[src/rtl/pim_pkg.sv]
// -----------------------------------------------------------------------------
// pim_pkg
// Shared definitions for the PIM partial-sum accumulation stage: default
// datapath widths, frame-level FSM state encoding and the requantisation
// helper that turns an accumulated sum into a 6-bit activation.
// No ports (package).
// -----------------------------------------------------------------------------
package pim_pkg;

    localparam int PSUM_W     = 18;
    localparam int OUT_W      = 6;
    localparam int ADDR_W     = 5;
    localparam int ACC_W      = 24;
    localparam int ADDR_NUM   = 32;
    localparam int SHIFT      = 2;
    localparam int FIFO_DEPTH = 4;

    typedef enum logic [1:0] {
        ST_IDLE  = 2'd0,
        ST_ACCUM = 2'd1,
        ST_DRAIN = 2'd2
    } frame_state_e;

    // Right-shift the accumulated sum, then clamp to the largest OUT_W value.
    function automatic logic [OUT_W-1:0] requant_clamp(input logic [ACC_W-1:0] sum,
                                                       input int unsigned      shift);
        logic [ACC_W-1:0] q;
        q = sum >> shift;
        if (q > ACC_W'((1 << OUT_W) - 1)) begin
            return '1;
        end
        return q[OUT_W-1:0];
    endfunction

endpackage

[src/rtl/pim_psum_accum_if.sv]
// -----------------------------------------------------------------------------
// pim_psum_accum_if
// Bundles the partial-sum input beat, the requantised output handshake and the
// frame status flags of pim_psum_accum.
//   master : producer/consumer side (drives psum beat and out_ready)
//   slave  : the accumulator (drives psum_ready, out_*, frame_done, err)
// -----------------------------------------------------------------------------
interface pim_psum_accum_if #(
    parameter int ADDR_W = pim_pkg::ADDR_W,
    parameter int PSUM_W = pim_pkg::PSUM_W,
    parameter int OUT_W  = pim_pkg::OUT_W
) ();

    logic [PSUM_W-1:0] psum_in;
    logic [ADDR_W-1:0] psum_addr;
    logic              psum_first;
    logic              psum_last;
    logic              psum_valid;
    logic              psum_ready;

    logic [OUT_W-1:0]  out_data;
    logic [ADDR_W-1:0] out_addr;
    logic              out_valid;
    logic              out_ready;

    logic              frame_done;
    logic              err;

    modport master (
        output psum_in, psum_addr, psum_first, psum_last, psum_valid, out_ready,
        input  psum_ready, out_data, out_addr, out_valid, frame_done, err
    );

    modport slave (
        input  psum_in, psum_addr, psum_first, psum_last, psum_valid, out_ready,
        output psum_ready, out_data, out_addr, out_valid, frame_done, err
    );

endinterface

[src/rtl/pim_out_fifo.sv]
// -----------------------------------------------------------------------------
// pim_out_fifo
// First-word-fall-through FIFO. The head entry is visible on head_o whenever
// valid_o is high; when empty, head_o holds the last popped entry.
// Ports:
//   clk, rst       clock, synchronous active-high reset
//   push_i         write push_data_i (caller guarantees space)
//   push_data_i    entry to write
//   pop_i          consume head entry (ignored when empty)
//   head_o         head entry / last popped entry when empty
//   valid_o        FIFO non-empty
//   count_o        number of stored entries
// -----------------------------------------------------------------------------
module pim_out_fifo #(
    parameter int WIDTH = 11,
    parameter int DEPTH = 4
) (
    input  logic                     clk,
    input  logic                     rst,
    input  logic                     push_i,
    input  logic [WIDTH-1:0]         push_data_i,
    input  logic                     pop_i,
    output logic [WIDTH-1:0]         head_o,
    output logic                     valid_o,
    output logic [$clog2(DEPTH):0]   count_o
);

    localparam int PTR_W = $clog2(DEPTH);
    localparam int CNT_W = PTR_W + 1;

    logic [WIDTH-1:0] mem_q [DEPTH];
    logic [PTR_W-1:0] wr_ptr_q;
    logic [PTR_W-1:0] rd_ptr_q;
    logic [CNT_W-1:0] count_q;
    logic [WIDTH-1:0] hold_q;

    logic push_ok;
    logic pop_ok;

    assign pop_ok  = pop_i && (count_q != '0);
    assign push_ok = push_i && ((count_q != CNT_W'(DEPTH)) || pop_ok);

    // NOTE: storage is not reset; an entry is only visible once count_q says
    // it was written, so clearing it would cost reset fan-out for nothing.
    always_ff @(posedge clk) begin
        if (push_ok) begin
            mem_q[wr_ptr_q] <= push_data_i;
        end
    end

    // NOTE: non-blocking assignments in every clocked block, so all registers
    // sample the same pre-edge values regardless of statement order.
    always_ff @(posedge clk) begin
        if (rst) begin
            wr_ptr_q <= '0;
            rd_ptr_q <= '0;
            count_q  <= '0;
            hold_q   <= '0;
        end else begin
            if (push_ok) begin
                wr_ptr_q <= wr_ptr_q + 1'b1;
            end
            if (pop_ok) begin
                rd_ptr_q <= rd_ptr_q + 1'b1;
                hold_q   <= mem_q[rd_ptr_q];
            end
            case ({push_ok, pop_ok})
                2'b10:   count_q <= count_q + 1'b1;
                2'b01:   count_q <= count_q - 1'b1;
                default: count_q <= count_q;
            endcase
        end
    end

    assign valid_o = (count_q != '0);
    assign head_o  = valid_o ? mem_q[rd_ptr_q] : hold_q;
    assign count_o = count_q;

endmodule

[src/rtl/pim_psum_accum.sv]
// -----------------------------------------------------------------------------
// pim_psum_accum
// Accumulates 18-bit partial sums from the PIM convolution unit across input
// channel passes (one saturating accumulator per PIM address). On the last
// pass the total is shifted and clamped to a 6-bit activation, staged for one
// cycle and pushed into a small FWFT output FIFO.
// Ports:
//   clk, rst   clock, synchronous active-high reset
//   bus        pim_psum_accum_if.slave:
//                psum_in/addr/first/last/valid -> psum_ready   input beat
//                out_data/addr/valid           <- out_ready    result stream
//                frame_done  one-cycle pulse after ADDR_NUM pops
//                err         sticky: continuation beat to unwritten address
// -----------------------------------------------------------------------------
module pim_psum_accum
    import pim_pkg::*;
#(
    parameter int ADDR_NUM   = pim_pkg::ADDR_NUM,
    parameter int ADDR_W     = pim_pkg::ADDR_W,
    parameter int PSUM_W     = pim_pkg::PSUM_W,
    parameter int ACC_W      = pim_pkg::ACC_W,
    parameter int OUT_W      = pim_pkg::OUT_W,
    parameter int SHIFT      = pim_pkg::SHIFT,
    parameter int FIFO_DEPTH = pim_pkg::FIFO_DEPTH
) (
    input  logic              clk,
    input  logic              rst,
    pim_psum_accum_if.slave   bus
);

    localparam int SUM_W  = ACC_W + 1;
    localparam int CNT_W  = $clog2(FIFO_DEPTH) + 1;
    localparam int FR_W   = $clog2(ADDR_NUM);
    localparam int ENTRY_W = ADDR_W + OUT_W;

    // Accumulator array and per-address "has a partial sum" flags.
    logic [ACC_W-1:0]    acc_q [ADDR_NUM];
    logic [ADDR_NUM-1:0] written_q;

    // One-entry stage between the requantiser and the FIFO.
    logic                stage_valid_q;
    logic [ENTRY_W-1:0]  stage_entry_q;

    frame_state_e        state_q;
    logic [FR_W-1:0]     emit_cnt_q;
    logic [FR_W-1:0]     pop_cnt_q;
    logic                frame_done_q;
    logic                err_q;

    logic                accept;
    logic                emit;
    logic                pop;
    logic                last_result;
    logic [ACC_W-1:0]    old_val_d;
    logic [SUM_W-1:0]    sum_wide_d;
    logic [ACC_W-1:0]    sum_d;
    logic [OUT_W-1:0]    q_d;

    logic [ENTRY_W-1:0]  fifo_head;
    logic                fifo_valid;
    logic [CNT_W-1:0]    fifo_count;
    logic [CNT_W-1:0]    occupancy;

    assign accept = bus.psum_valid && bus.psum_ready;
    assign emit   = accept && bus.psum_last;
    assign pop    = fifo_valid && bus.out_ready;

    // NOTE: every always_comb output gets a default first so no path can
    // leave it unassigned and infer a latch.
    always_comb begin
        old_val_d  = '0;
        sum_wide_d = '0;
        sum_d      = '0;
        q_d        = '0;
        // An unwritten address contributes 0 even on a continuation beat.
        if (!bus.psum_first && written_q[bus.psum_addr]) begin
            old_val_d = acc_q[bus.psum_addr];
        end
        sum_wide_d = {1'b0, old_val_d} + SUM_W'(bus.psum_in);
        sum_d      = sum_wide_d[ACC_W] ? '1 : sum_wide_d[ACC_W-1:0];
        q_d        = requant_clamp(sum_d, SHIFT);
    end

    // The stage entry is counted as occupied so that a push can never find
    // the FIFO full; a pop in the same cycle is deliberately not credited.
    assign occupancy      = fifo_count + CNT_W'(stage_valid_q);
    assign bus.psum_ready = (occupancy < CNT_W'(FIFO_DEPTH)) && (state_q != ST_DRAIN);

    assign last_result = (emit_cnt_q == FR_W'(ADDR_NUM - 1));

    always_ff @(posedge clk) begin
        if (rst) begin
            for (int i = 0; i < ADDR_NUM; i++) begin
                acc_q[i] <= '0;
            end
            written_q     <= '0;
            stage_valid_q <= 1'b0;
            stage_entry_q <= '0;
            state_q       <= ST_IDLE;
            emit_cnt_q    <= '0;
            pop_cnt_q     <= '0;
            frame_done_q  <= 1'b0;
            err_q         <= 1'b0;
        end else begin
            // Accumulate, or clear the entry once its result is emitted.
            if (accept) begin
                if (bus.psum_last) begin
                    acc_q[bus.psum_addr]     <= '0;
                    written_q[bus.psum_addr] <= 1'b0;
                end else begin
                    acc_q[bus.psum_addr]     <= sum_d;
                    written_q[bus.psum_addr] <= 1'b1;
                end
                if (!bus.psum_first && !written_q[bus.psum_addr]) begin
                    err_q <= 1'b1;
                end
            end

            // Stage always drains into the FIFO on the following edge.
            stage_valid_q <= emit;
            if (emit) begin
                stage_entry_q <= {bus.psum_addr, q_d};
            end

            if (emit) begin
                emit_cnt_q <= last_result ? '0 : emit_cnt_q + 1'b1;
            end

            if (pop) begin
                pop_cnt_q <= (pop_cnt_q == FR_W'(ADDR_NUM - 1)) ? '0 : pop_cnt_q + 1'b1;
            end
            frame_done_q <= pop && (pop_cnt_q == FR_W'(ADDR_NUM - 1));

            case (state_q)
                ST_IDLE: begin
                    if (accept) begin
                        state_q <= ST_ACCUM;
                    end
                end
                ST_ACCUM: begin
                    if (emit && last_result) begin
                        state_q <= ST_DRAIN;
                    end
                end
                ST_DRAIN: begin
                    if (frame_done_q) begin
                        state_q <= ST_IDLE;
                    end
                end
                default: state_q <= ST_IDLE;
            endcase
        end
    end

    pim_out_fifo #(
        .WIDTH (ENTRY_W),
        .DEPTH (FIFO_DEPTH)
    ) u_out_fifo (
        .clk         (clk),
        .rst         (rst),
        .push_i      (stage_valid_q),
        .push_data_i (stage_entry_q),
        .pop_i       (pop),
        .head_o      (fifo_head),
        .valid_o     (fifo_valid),
        .count_o     (fifo_count)
    );

    assign bus.out_valid  = fifo_valid;
    assign bus.out_addr   = fifo_head[ENTRY_W-1:OUT_W];
    assign bus.out_data   = fifo_head[OUT_W-1:0];
    assign bus.frame_done = frame_done_q;
    assign bus.err        = err_q;

endmodule

[src/flat_wrapper.sv]
// flat-port wrapper written by rule: the top's interface ports become plain ports
module pim_psum_accum_flat import pim_pkg::*;
#(
    parameter int ADDR_NUM   = pim_pkg::ADDR_NUM,
    parameter int ADDR_W     = pim_pkg::ADDR_W,
    parameter int PSUM_W     = pim_pkg::PSUM_W,
    parameter int ACC_W      = pim_pkg::ACC_W,
    parameter int OUT_W      = pim_pkg::OUT_W,
    parameter int SHIFT      = pim_pkg::SHIFT,
    parameter int FIFO_DEPTH = pim_pkg::FIFO_DEPTH
)
  (clk, rst, bus_psum_in, bus_psum_addr, bus_psum_first, bus_psum_last, bus_psum_valid, bus_out_ready, bus_psum_ready, bus_out_data, bus_out_addr, bus_out_valid, bus_frame_done, bus_err);
  pim_psum_accum_if #(.ADDR_W(ADDR_W), .PSUM_W(PSUM_W), .OUT_W(OUT_W)) bus_i ();
  input  logic clk;
  input  logic rst;
  input wire logic [$bits(bus_i.psum_in)-1:0] bus_psum_in;
  input wire logic [$bits(bus_i.psum_addr)-1:0] bus_psum_addr;
  input wire logic [$bits(bus_i.psum_first)-1:0] bus_psum_first;
  input wire logic [$bits(bus_i.psum_last)-1:0] bus_psum_last;
  input wire logic [$bits(bus_i.psum_valid)-1:0] bus_psum_valid;
  input wire logic [$bits(bus_i.out_ready)-1:0] bus_out_ready;
  output wire logic [$bits(bus_i.psum_ready)-1:0] bus_psum_ready;
  output wire logic [$bits(bus_i.out_data)-1:0] bus_out_data;
  output wire logic [$bits(bus_i.out_addr)-1:0] bus_out_addr;
  output wire logic [$bits(bus_i.out_valid)-1:0] bus_out_valid;
  output wire logic [$bits(bus_i.frame_done)-1:0] bus_frame_done;
  output wire logic [$bits(bus_i.err)-1:0] bus_err;
  assign bus_i.psum_in = bus_psum_in;
  assign bus_i.psum_addr = bus_psum_addr;
  assign bus_i.psum_first = bus_psum_first;
  assign bus_i.psum_last = bus_psum_last;
  assign bus_i.psum_valid = bus_psum_valid;
  assign bus_i.out_ready = bus_out_ready;
  assign bus_psum_ready = bus_i.psum_ready;
  assign bus_out_data = bus_i.out_data;
  assign bus_out_addr = bus_i.out_addr;
  assign bus_out_valid = bus_i.out_valid;
  assign bus_frame_done = bus_i.frame_done;
  assign bus_err = bus_i.err;
  pim_psum_accum #(.ADDR_NUM(ADDR_NUM), .ADDR_W(ADDR_W), .PSUM_W(PSUM_W), .ACC_W(ACC_W), .OUT_W(OUT_W), .SHIFT(SHIFT), .FIFO_DEPTH(FIFO_DEPTH)) u_core (.clk(clk), .rst(rst), .bus(bus_i));
endmodule
[config.mk]
export PLATFORM = sky130hd
export DESIGN_NAME = pim_psum_accum_flat
export DESIGN_NICKNAME = d
export VERILOG_FILES = /design/src/rtl/pim_pkg.sv /design/src/rtl/pim_psum_accum_if.sv /design/src/rtl/pim_out_fifo.sv /design/src/rtl/pim_psum_accum.sv /design/src/flat_wrapper.sv
export SDC_FILE = /design/constraint.sdc
export NUM_CORES = 1
export LEC_CHECK = 0
export CAP_MARGIN = 20
export CORE_MARGIN = 5
export CORE_UTILIZATION = 60
export DETAILED_ROUTE_END_ITERATION = 16
export PLACE_DENSITY = 0.76
export SYNTH_ARGS = -nofsm -noshare
export SYNTH_HDL_FRONTEND = slang
export SYNTH_SLANG_ARGS = --single-unit
[constraint.sdc]
create_clock -name clk -period 14 [get_ports clk]
set_input_delay 2.8 -clock clk [delete_from_list [all_inputs] [get_ports clk]]
set_output_delay 2.8 -clock clk [all_outputs]
set_load 0.02 [all_outputs]
# --- Word level (Yosys, flattened, before mapping) ---
# Memories as Yosys holds them, arrays and structs flattened. A register that Yosys moved wholly into a read port is not among the register bits.
# Cells that the tools add are included.
classes:
  add_sub_neg: 8
  magnitude_cmp: 4
  n_eq_ne: 11
  mux: 36
  bitwise: 4
  reduce_logical: 20
ops:
  columns: ["cell", "count"]
  rows:
  - ["24-bit 2-to-1 mux", 4]
  - ["32-bit bitwise AND", 1]
  - ["32-bit 2-to-1 mux", 1]
  - ["32-bit inverter", 1]
  - ["32-bit OR", 1]
  - ["24-bit by 18-bit adder with 25-bit output", 1]
  - ["24-bit OR reduction", 1]
  - ["22-bit by 6-bit greater-than comparator with 1-bit output (second input constant)", 1]
  - ["1-bit 2-to-1 mux", 16]
  - ["5-bit 2-to-1 mux", 3]
  - ["6-bit 2-to-1 mux", 2]
  - ["1-bit logical AND", 11]
  - ["11-bit 2-to-1 mux", 1]
  - ["5-bit by 1-bit adder with 5-bit output (second input constant)", 2]
  - ["5-bit == test (second input constant)", 2]
  - ["2-bit 2-to-1 mux", 5]
  - ["5-bit by 6-bit less-than comparator with 1-bit output (second input constant)", 1]
  - ["2-bit by 1-bit != test with 1-bit output (second input constant)", 3]
  - ["2-bit case mux with 3 select lines", 1]
  - ["3-bit case mux with 2 select lines", 1]
  - ["1-bit binary-select mux with 5-bit select", 1]
  - ["1-bit demux with 5-bit select", 1]
  - ["5-bit by 1-bit greater-or-equal comparator with 1-bit output (second input constant)", 1]
  - ["2-bit by 1-bit adder with 2-bit output (second input constant)", 2]
  - ["other kinds (16)", 19]
word_totals:
  regBits: 76
  ram_bits: 812
  in_bits: 29
  output_inout_bits: 15
  wordCells: 97
  mem_count: 2
mem_list:
  columns: ["memory", "words", "width", "read_ports", "rd_clocked_by_memory_dff", "wr", "line_no", "text"]
  rows:
  - ["u_core.acc_q", 32, 24, 1, 0, 32, "pim_psum_accum.sv:37", "logic [ACC_W-1:0] acc_q [ADDR_NUM];"]
  - ["u_core.u_out_fifo.mem_q", 4, 11, 1, 1, 1, "pim_out_fifo.sv:31", "logic [WIDTH-1:0] mem_q [DEPTH];"]

# --- Depth between registers and ports, before layout ---
logic_depth:
  word_depth: 10
  ltp_mapped: 23
  ltp_nobuf: 16

# --- By module ---
# From an unflattened synthesis, not the netlist that was laid out.
unflattened:
  cells_unflattened: 2914
  hier_area_um2: 39639.3
by_module_without_submodules:
  columns: ["module", "n_inst", "cells_per_inst", "area_each_um2", "seq_area_each_um2"]
  rows:
  - ["pim_psum_accum", 1, 2739, 36940.4, 24223.2]
  - ["pim_out_fifo", 1, 175, 2698.8, 1721.7]

# --- Worst setup path before layout ---
# No wires, ideal clock.
synth_timing:
  path_kind: "input port to flip-flop"
  from: "in bus_psum_addr[1]"
  to: "mem u_core.acc_q[13][13] (data pin)"
  setup_ps: 265
  t_arrival_ps: 7343
  required_ps: 13735
  slack_ps: 6392
  path_stages: 22
  n_path_buf: 7
  path_cell_list: "buf_6 > buf_12 > mux2_2 > a22oi_1 > nand4_1 > o21ai_1 > clkbuf_1 > buf_1 > nor2_1 > ha_1 > fa_1 > a211oi_1 > o21ai_2 > o21ai_1 > a2111oi_0 > or3_1 > buf_2 > and3_1 > buf_4 > o21ai_1 > buf_2 > nor2_1"
synth_lines:
  columns: ["item", "line_no", "text"]
  rows:
  - ["start, declared", "flat_wrapper.sv:17", "input wire logic [$bits(bus_i.psum_addr)-1:0] bus_psum_addr;"]
  - ["end, declared", "pim_psum_accum.sv:37", null]

==> flow_summary.toml <==
[synthesis]
synth.top_cell.area_share_pct = 61.8
synth_commonest_cells = "edfxtp_1 (812), nor2_1 (810), mux4_2 (155)"
yosysMostFrequentCell = "edfxtp_1"
syn_nets = 2980
synth_cells = 2923
ys.flop_type = "edfxtp_1"
yosysTopAreaCell = "edfxtp_1"
synth-seq-cells = 890
syn_avg_cell_area_sq_um = 13.5
ys_seq_area_share_pct = 65.8
synth_area_leaders = "edfxtp_1 (62%), mux4_2 (8.8%), nor2_1 (7.7%)"
ys_async_sr_fraction_pct = 0
syn_area_sq_um = 39500
synth-edff-count = 812
ys_warn_count = 0
ys_types = 76

[timing]
final_max_slew_viol_count = 0
relSlewSlack_pct = 24.9
final_hold_viol_count = 0
setup_tns_ns = 0
setup_viol = 0
rsz0062_at_grt = "false"
tightest_slew_ns = 1.12
max_clock_freq_mhz = 117
timing.final.ws_setup_ns = 5.48
fin_crit_ns = 8.52
worst_clock_skew_ns = 0.0355
post-route-period-util_pct = 60.9

[place]
dpl.hpwl_um = 68800
post_dp_cell_area_sq_um = 40900
pre_cts_ws_ns = 4.47
gp_congestion = 0.928
port_buffers = 43

[worst_setup_path]
critPathKind = "primary input to flip-flop"
crit_path_end_kind = "flip-flop"
rrSetupSlack_ns = 8.73
cp_max_fo = 78
crit_path_start_kind = "primary input"
reg2reg_to = "u_core.acc_q[19][15]$_SDFFCE_PN0P_"
arrival_ns = 8.86
startpoint = "bus_psum_addr[1]"
r2r_cells = 16
required_ns = 14.33
cp-endpoint = "u_core.acc_q[19][15]$_SDFFCE_PN0P_"

[cts]
hold_buffers = 0
clockRootBuffer = "clkbuf_16"
clock-sinks = 890
htree_levels = 3
insertion_delay_ns = 0.66
clkTransAtPathRegs_ns = 0.06
cts_resized = 0
clockBufferDepth = 3
postCtsSetupBuffers = 0
cts_buffers = 89
cts_tree = "yes"

[final_layout]
finish.instance_area_sq_um = 43700
final_nets = 2985
area_delta_synth_final_pct = 10.7
post_route_cells_drive_above_1_share_pct = 16.7
utilization_pct = 66.7

[route]
wire_per_inst_um = 28.8
vias = 25938
drtIter0Drc = 3955
dr.pass1.iters = 7
drc = 0
routed_wirelength_um = 111000
ant_nets = 0
vias_per_cell = 6.70

[die]
core_area_sq_um = 65500
num_io_pins = 44
rows = 94
initial_core_util_pct = 60.2
dieArea_sq_um = 71000
die_w_um = 266
dieHeight_um = 266

[grt]
grt_max_degree = 79
grt_pass1_vias = 25486
antenna_found_initial = 10
grt.total_usage_pct = 31.3
grt_overflow = 0
grt_pass1_wl_um = 164000

[hold_path]
hold_class = "flip-flop to flip-flop"

[outcome]
status = "finished, final reports clean"

[flow_run]
drv_cap = 0

[pwr]
powerDensity_nw_per_um2 = 136
vdd_drop_max_v = 0.0000908
power.leakage_nw = 14.8
power by group:
part	internal, mW	total (mW)	switching [mW]
clock	1.27	2.28	1.01
combinational	0.233	0.610	0.377
sequential	3.01	3.06	0.0537
total	4.52	5.96	1.44
through the flow:
| step | hold WS (ns) | cells | power, mW |
|---|---|---|---|
| floorplan | 0.424 | 2923 | 3.48 |
| global placement | 0.431 | 3691 | 3.70 |
| detailed placement | 0.448 | 3697 | 3.72 |
| CTS | 0.457 | 3863 | 5.96 |
| global route | 0.467 | 3867 | 6.12 |
| finish | 0.458 | 3869 | 5.96 |
critical path, cell delays in order:
cell	delay, ns
buf_8	0.53
buf_4	0.70
mux2_2	0.41
a22oi_1	0.19
nand4_1	0.26
o21ai_2	0.22
buf_4	0.28
nor2_1	0.09
ha_1	0.21
fa_1	0.42
a211oi_1	0.30
o21ai_2	0.16
o21ai_1	0.20
a2111oi_0	0.14
or3_1	0.47
nand3_1	0.28
a21o_2	0.83
nor2_1	0.15
state kept, by name, indices dropped and copies added, names as in the netlist, 2 cells and up, named ones only:
register and cells:
u_core.acc_q 768, u_core.u_out_fifo.hold_q 11, u_core.pop_cnt_q 5, u_core.u_out_fifo.rd_ptr_q 2, u_core.emit_cnt_q 5, u_core.u_out_fifo.count_o 3
u_core.state_q 2, u_core.u_out_fifo.mem_q 44, u_core.u_out_fifo.wr_ptr_q 2, u_core.stage_entry_q 11
area by class of cell:
type,count,area [sq um]
inverter,45,169
clock buffer,121,2380
sequential,890,25900
antenna,2,5.00
clock inverter,45,377
multi-input combinational,1739,12200
timing repair buffer,163,1480
tap,864,1080
fill,4394,21800
routing by layer:
layer | vias to the layer above | global-route usage (%) | routed length [um]
met4 | 12 | 12.3 | 4770
met2 | 1944 | 49.0 | 52100
met3 | 317 | 9.06 | 15800
met5 | - | 0 | 88
met1 | 12893 | 42.3 | 38700
li1 | 10772 | - | -
cell families after synthesis:
kind of cell / share of synthesized area, %
xor gates and xnor gates: 0.422
DFF: 65.8
adders and majority gates: 0.926
AOI/OAI and AO/OA: 5.59
and+or+nand+nor: 11.8
muxes: 12.1
buffers and inverters: 3.37
placed cells by master (no fill, tap or decap), types with 17 or more instances in the layout:
master | netlist | routed
a21o_1 | 40 | 38
a21oi_1 | 39 | 39
a22oi_1 | 52 | 52
buf_4 | 7 | 109
clkbuf_1 | 131 | 30
clkbuf_16 | 0 | 90
clkdlybuf4s50_1 | 0 | 40
dfxtp_1 | 78 | 78
edfxtp_1 | 812 | 812
ha_1 | 26 | 26
inv_1 | 45 | 45
mux2_2 | 27 | 27
mux2i_1 | 98 | 98
mux4_2 | 155 | 155
nand2_1 | 113 | 113
nand4_1 | 17 | 17
nor2_1 | 810 | 810
nor2_2 | 20 | 20
o21ai_0 | 24 | 24
o22ai_1 | 97 | 97
or4_1 | 22 | 22
how the worst min path moves through the flow:
stage | startpoint | slack, ns | end | depth (start not counted)
global route | u_core.u_out_fifo.hold_q[9]$_SDFFE_PP0P_ | 0.47 | u_core.u_out_fifo.hold_q[9]$_SDFFE_PP0P_ | 2
finish | u_core.u_out_fifo.hold_q[2]$_SDFFE_PP0P_ | 0.46 | u_core.u_out_fifo.hold_q[2]$_SDFFE_PP0P_ | 2
detailed placement | u_core.u_out_fifo.hold_q[9]$_SDFFE_PP0P_ | 0.45 | u_core.u_out_fifo.hold_q[9]$_SDFFE_PP0P_ | 2
floorplan | u_core.state_q[1]$_SDFFE_PP0P_ | 0.42 | u_core.state_q[0]$_SDFFE_PP0P_ | 1
global placement | u_core.state_q[1]$_SDFFE_PP0P_ | 0.43 | u_core.state_q[0]$_SDFFE_PP0P_ | 1
CTS | u_core.u_out_fifo.hold_q[9]$_SDFFE_PP0P_ | 0.46 | u_core.u_out_fifo.hold_q[9]$_SDFFE_PP0P_ | 2
No activity file was read; power rests on OpenSTA's default activity.
